## src/rtl/ems_pkg.sv

```systemverilog
// EMS page mapper shared definitions: I/O base and frame tables, register entry type,
// window-index helper. No ports (package).
// Entries are stored at the widest page size; narrower configurations keep upper page bits zero.
package ems_pkg;

  localparam int MAX_PAGES     = 4;
  // Bit 7 of the data bus carries the enable flag, so a page number is at most 7 bits.
  localparam int PAGE_BITS_MAX = 7;

  // Indexed by io_base_select: 0x208, 0x218, 0x258, 0x268.
  localparam logic [3:0][15:0] IO_BASE_TABLE = {16'h0268, 16'h0258, 16'h0218, 16'h0208};

  // Indexed by frame_select: top address nibble of the 64 KB frame (C, D, E, A).
  localparam logic [3:0][3:0] FRAME_NIBBLE_TABLE = {4'hA, 4'hE, 4'hD, 4'hC};

  typedef struct packed {
    logic                     en;
    logic [PAGE_BITS_MAX-1:0] page;
  } ems_entry_t;

  // Window index from address[15:14]; fewer windows use fewer low bits.
  function automatic logic [1:0] idx_of(input logic [1:0] window, input int num_pages);
    logic [1:0] idx;
    if (num_pages >= 4) begin
      idx = window;
    end else if (num_pages == 2) begin
      idx = {1'b0, window[0]};
    end else begin
      idx = 2'b00;
    end
    return idx;
  endfunction

endpackage

```

## src/rtl/ems_wait_counter.sv

```systemverilog
// Wait-state generator: holds ready low for WAIT_STATES clocks after a mapped memory strobe falls.
// Ports: clock, reset (sync, active high), memory_read_n/memory_write_n strobes,
//        hit (combinational mapped hit), ready (high when no wait is pending).
module ems_wait_counter #(
  parameter int WAIT_STATES = 0
) (
  input  logic clock,
  input  logic reset,
  input  logic memory_read_n,
  input  logic memory_write_n,
  input  logic hit,
  output logic ready
);

  logic       read_n_q;
  logic       write_n_q;
  logic [3:0] count;
  logic       start;

  // A command starts on the first low sample of either strobe while the address maps.
  assign start = hit & ((read_n_q & ~memory_read_n) | (write_n_q & ~memory_write_n));

  always_ff @(posedge clock) begin
    if (reset) begin
      read_n_q  <= 1'b1;
      write_n_q <= 1'b1;
      count     <= 4'd0;
    end else begin
      read_n_q  <= memory_read_n;
      write_n_q <= memory_write_n;
      // A new mapped command reloads even while a previous wait is still running.
      if (start) begin
        count <= 4'(WAIT_STATES);
      end else if (count != 4'd0) begin
        count <= count - 4'd1;
      end
    end
  end

  assign ready = (count == 4'd0);

endmodule

```

## src/rtl/ems_page_mapper.sv

```systemverilog
// EMS page mapper: NUM_PAGES page registers behind an I/O port block, translating 16 KB
// upper-memory windows onto PAGE_BITS-wide extended RAM pages with a 1-cycle registered result.
// Ports: clock/reset, enable, io_base_select, frame_select, address, internal_data_bus,
//        I/O and memory strobes, address_enable_n (low = DMA); outputs data_bus_out(_valid),
//        mapped_address, mapped_hit, ready.
module ems_page_mapper
  import ems_pkg::*;
#(
  parameter int NUM_PAGES   = 4,
  parameter int PAGE_BITS   = 7,
  parameter int WAIT_STATES = 0
) (
  input  logic                  clock,
  input  logic                  reset,
  input  logic                  enable,
  input  logic [1:0]            io_base_select,
  input  logic [1:0]            frame_select,
  input  logic [19:0]           address,
  input  logic [7:0]            internal_data_bus,
  input  logic                  io_read_n,
  input  logic                  io_write_n,
  input  logic                  memory_read_n,
  input  logic                  memory_write_n,
  input  logic                  address_enable_n,
  output logic [7:0]            data_bus_out,
  output logic                  data_bus_out_valid,
  output logic [PAGE_BITS+13:0] mapped_address,
  output logic                  mapped_hit,
  output logic                  ready
);

  // Page numbers are truncated to PAGE_BITS on write, so readback is zero-padded.
  localparam logic [PAGE_BITS_MAX-1:0] PAGE_MASK = PAGE_BITS_MAX'((1 << PAGE_BITS) - 1);

  // Slots at or above NUM_PAGES are never written and stay at their reset value.
  ems_entry_t  entries [MAX_PAGES];

  logic        io_write_n_q;
  logic [15:0] io_base;
  logic [15:0] port_offset;
  logic [1:0]  port_idx;
  logic        port_hit;
  logic        frame_hit;
  logic [1:0]  idx;
  logic        hit_comb;
  logic        write_commit;

  // Port decode: an address below the base wraps to a large offset and misses.
  assign io_base     = IO_BASE_TABLE[io_base_select];
  assign port_offset = address[15:0] - io_base;
  assign port_idx    = port_offset[1:0];
  assign port_hit    = enable & address_enable_n & (address[19:16] == 4'h0)
                     & ({16'h0000, port_offset} < 32'(NUM_PAGES));

  assign frame_hit = (address[19:16] == FRAME_NIBBLE_TABLE[frame_select])
                   & ({30'h0, address[15:14]} < 32'(NUM_PAGES));
  assign idx       = idx_of(address[15:14], NUM_PAGES);
  assign hit_comb  = enable & frame_hit & entries[idx].en;

  // One commit per strobe: only the sample where io_write_n first goes low counts.
  assign write_commit = io_write_n_q & ~io_write_n & port_hit;

  always_ff @(posedge clock) begin
    if (reset) begin
      io_write_n_q   <= 1'b1;
      mapped_hit     <= 1'b0;
      mapped_address <= '0;
      for (int i = 0; i < MAX_PAGES; i++) begin
        entries[i] <= '0;
      end
    end else begin
      io_write_n_q <= io_write_n;
      if (write_commit) begin
        entries[port_idx].en   <= internal_data_bus[7];
        entries[port_idx].page <= internal_data_bus[PAGE_BITS_MAX-1:0] & PAGE_MASK;
      end
      // Reads the pre-write entry, so a same-cycle write shows up one cycle later.
      mapped_hit     <= hit_comb;
      mapped_address <= {entries[idx].page[PAGE_BITS-1:0], address[13:0]};
    end
  end

  always_comb begin
    data_bus_out       = 8'h00;
    data_bus_out_valid = 1'b0;
    if (port_hit && !io_read_n) begin
      data_bus_out       = entries[port_idx];
      data_bus_out_valid = 1'b1;
    end
  end

  ems_wait_counter #(
    .WAIT_STATES(WAIT_STATES)
  ) u_wait_counter (
    .clock         (clock),
    .reset         (reset),
    .memory_read_n (memory_read_n),
    .memory_write_n(memory_write_n),
    .hit           (hit_comb),
    .ready         (ready)
  );

endmodule

```

## config.mk

```make
export PLATFORM = sky130hd
export DESIGN_NAME = ems_page_mapper
export DESIGN_NICKNAME = d
export VERILOG_FILES = /design/src/rtl/ems_pkg.sv /design/src/rtl/ems_wait_counter.sv /design/src/rtl/ems_page_mapper.sv
export SDC_FILE = /design/constraint.sdc
export NUM_CORES = 1
export LEC_CHECK = 0
export BUFFER_PORTS_ARGS = -buffer_cell sky130_fd_sc_hd__buf_2
export CAP_MARGIN = 10
export CORE_UTILIZATION = 40
export DETAILED_ROUTE_END_ITERATION = 6
export SETUP_SLACK_MARGIN = 0.5
export SYNTH_ARGS = -nofsm -noshare
export SYNTH_HDL_FRONTEND = slang
export SYNTH_SLANG_ARGS = --single-unit
```

## constraint.sdc

```tcl
create_clock -name clock -period 5.3 [get_ports clock]
set_input_delay 0.795 -clock clock [delete_from_list [all_inputs] [get_ports clock]]
set_output_delay 0.795 -clock clock [all_outputs]
set_load 0.02 [all_outputs]
```

==> impl_metrics.json <==
{
  "syn-num-nets": 309,
  "ys_seq_area_frac": 0.4728,
  "ys_types": 49,
  "hold_path_depth": 2,
  "hold_violations": 0,
  "die_x_um": 92.29,
  "cp_common_cell": "buf_2",
  "drc": 0,
  "worstReg2RegStart": "io_write_n_q",
  "post-route-period-util": 0.8257,
  "crit_required_ps": 4510,
  "postCtsSetupBuffers": 0,
  "critPathSlowestCell": "nor4_4",
  "hold_ws_ps": 503.8,
  "final_cell_mix": "buf_2, edfxtp_1, dfxtp_1, nor3_1, mux4_2",
  "grt_start_max_net_pins": 46,
  "cts_root_buf": "clkbuf_8",
  "tritoncts": "built",
  "initial_core_util": 0.4176,
  "grt_antenna_before_repair": 0,
  "drv_cap": 0,
  "wl_per_cell_um": 16.63,
  "slew_violations": 0,
  "coreArea_mm2": 0.007807,
  "rows": 32,
  "clk_pin_slew_worst_paths_ps": 70,
  "synth_edf_count": 32,
  "finClkSkew_ps": 5.102,
  "crit_chain": "buf_2, ha_1, inv_1, fa_1, nor4_1, nand4_1, nor4_4, o2111ai_4, nor3b_2, buf_2",
  "gp_congestion": 0.8474,
  "cp-end-kind": "output pin",
  "hold_path_end": "u_wait_counter.count[2]",
  "numCtsBuffers": 9,
  "vias_per_cell": 5.339,
  "hold_buffers": 0,
  "critPathArrivalTime_ps": 3580,
  "port_buffers": 71,
  "p_leak_nw": 1.533,
  "synthCells": 263,
  "irDropWorstVdd_v": 0.0001915,
  "critical_path_class": "primary input to output pin",
  "nets": 384,
  "avgSynthCellArea_um2": 12.40,
  "synth-warning-count": 0,
  "cts.path.max_buffers": 2,
  "ys_ff_latch": 61,
  "ys_async_sr_fraction": 0,
  "dp_hpwl_um": 5145,
  "routed_wl_um": 7400,
  "firstDrtPassIters": 4,
  "cp-start-kind": "primary input",
  "hold_class": "register to register",
  "power_density_mw_per_mm2": 326.0,
  "ys.flop_type": "edfxtp_1",
  "min_period_ps": 4376,
  "r2r_end": "entries[1][4]",
  "area_growth_pct": 22.37,
  "path_max_fanout": 9,
  "drive_above_1_share": 0.4111,
  "ioPinCount": 72,
  "die_h_um": 92.29,
  "drt_iter0_markers": 123,
  "syn_area_mm2": 0.003261,
  "insertion_delay_ps": 340,
  "tightest_slew_ps": 791.7,
  "cts_sinks": 61,
  "clock.fmax_mhz": 228.5,
  "diodes": 0,
  "finalSetupViolCount": 0,
  "critPathMaxStageDelay_ps": 560,
  "tns_ps": 0,
  "via_count": 2376,
  "fp.dieArea_mm2": 0.008517,
  "grt_pass1_vias": 2412,
  "final_common_cell": "buf_2",
  "min_from": "u_wait_counter.count[2]",
  "setup_ws_ps": 923.9,
  "grt_usage": 0.1917,
  "status": "complete, no violations",
  "gr-total-overflow": 0,
  "finalPower_w": 0.001301,
  "detail-route-antenna-nets": 0,
  "grt_pass1_wl_um": 12120,
  "h-tree-depth": 3,
  "dp_slack_ps": 940.5,
  "rsz0062_at_grt": "no",
  "cts-resized-gates": 0,
  "ff2ff_path_depth": 5,
  "slew-limit-headroom": 0.4665,
  "reg2reg_slack_ps": 3350
}
final cells by class:
cell class | instances | area (um2)
fill | 726 | 3817
multi-input combinational | 175 | 1603
sequential | 61 | 1541
timing repair buffer | 78 | 407.9
clock inverter | 7 | 137.6
tap | 102 | 127.6
clock buffer | 9 | 123.9
inverter | 13 | 48.80
power breakdown:
part           internal, W  total, W  switching, W  leakage [nW]
Combinational    0.0000879  0.000218      0.000130         0.820
Clock             0.000358  0.000548      0.000190         0.129
Sequential        0.000522  0.000534     0.0000127         0.584
Total             0.000968   0.00130      0.000333          1.53
synthesized netlist by cell type, types with 5 or more instances:
| library cell | number | area share |
|---|---|---|
| nor2b_1 | 14 | 0.027 |
| nand2_1 | 12 | 0.014 |
| nor2_1 | 12 | 0.014 |
| nor3b_2 | 8 | 0.031 |
| nor4_1 | 10 | 0.019 |
| dfxtp_1 | 29 | 0.18 |
| a21oi_1 | 5 | 0.0077 |
| clkbuf_1 | 6 | 0.0069 |
| inv_1 | 13 | 0.015 |
| mux4_2 | 16 | 0.11 |
| nor3_1 | 20 | 0.031 |
| and2_1 | 8 | 0.015 |
| ha_1 | 5 | 0.019 |
| nor4_2 | 8 | 0.031 |
| o21ai_0 | 5 | 0.0077 |
| edfxtp_1 | 32 | 0.29 |
sequential cells by signal, summed over array words and instances (netlist names):
register                  count
u_wait_counter.write_n_q      1
mapped_address               21
mapped_hit                    1
io_write_n_q                  1
entries                      32
u_wait_counter.count          4
u_wait_counter.read_n_q       1
kinds of logic (layout without fill, tap and decap cells):
logic type	Yosys count	count (layout)	synth area share
muxes	17	17	0.1136
adders and majority gates	6	6	0.02533
and+or+nand+nor	122	122	0.2594
buffers and inverters	27	107	0.03568
AOI/OAI and AO/OA	27	27	0.08518
xor gates and xnor gates	3	3	0.008060
DFF	61	61	0.4728
worst max-delay path: cells and delay by family:
family / cells / cell delay, ps
adder cells (fa/ha/maj): 2 / 700
AND/OR/NAND/NOR: 4 / 1280
AO/OA/AOI/OAI: 1 / 430
buffers and inverters: 3 / 380
worst max-delay path by stage:
stage | cells past startpoint | slack, ps | from | endpoint
2_1_floorplan | 8 | 1330 | io_base_select[0] | entries[2][0]
3_3_place_gp | 10 | 960 | io_base_select[0] | data_bus_out[7]
3_5_place_dp | 10 | 940 | io_base_select[0] | data_bus_out[7]
4_1_cts | 10 | 920 | io_base_select[0] | data_bus_out[7]
5_1_grt | 10 | 740 | io_base_select[1] | data_bus_out[7]
6_report | 10 | 920 | io_base_select[0] | data_bus_out[7]
layer usage:
| metal | global-route usage | share of wire |
|---|---|---|
| met1 | 0.2386 | 0.43 |
| met2 | 0.3091 | 0.51 |
| met3 | 0.04146 | 0.044 |
| met4 | 0.1055 | 0.017 |
| met5 | 0 | 0 |
metrics by stage:
stage	instances	utilization	cell area (um2)
2_1_floorplan	263	-	3261
6_report	445	0.5111	3990
3_3_place_gp	429	0.4776	3729
5_1_grt	445	0.5111	3990
4_1_cts	445	0.5111	3990
3_5_place_dp	429	0.4776	3729
Note: power is estimated with default switching activity, not from simulation.
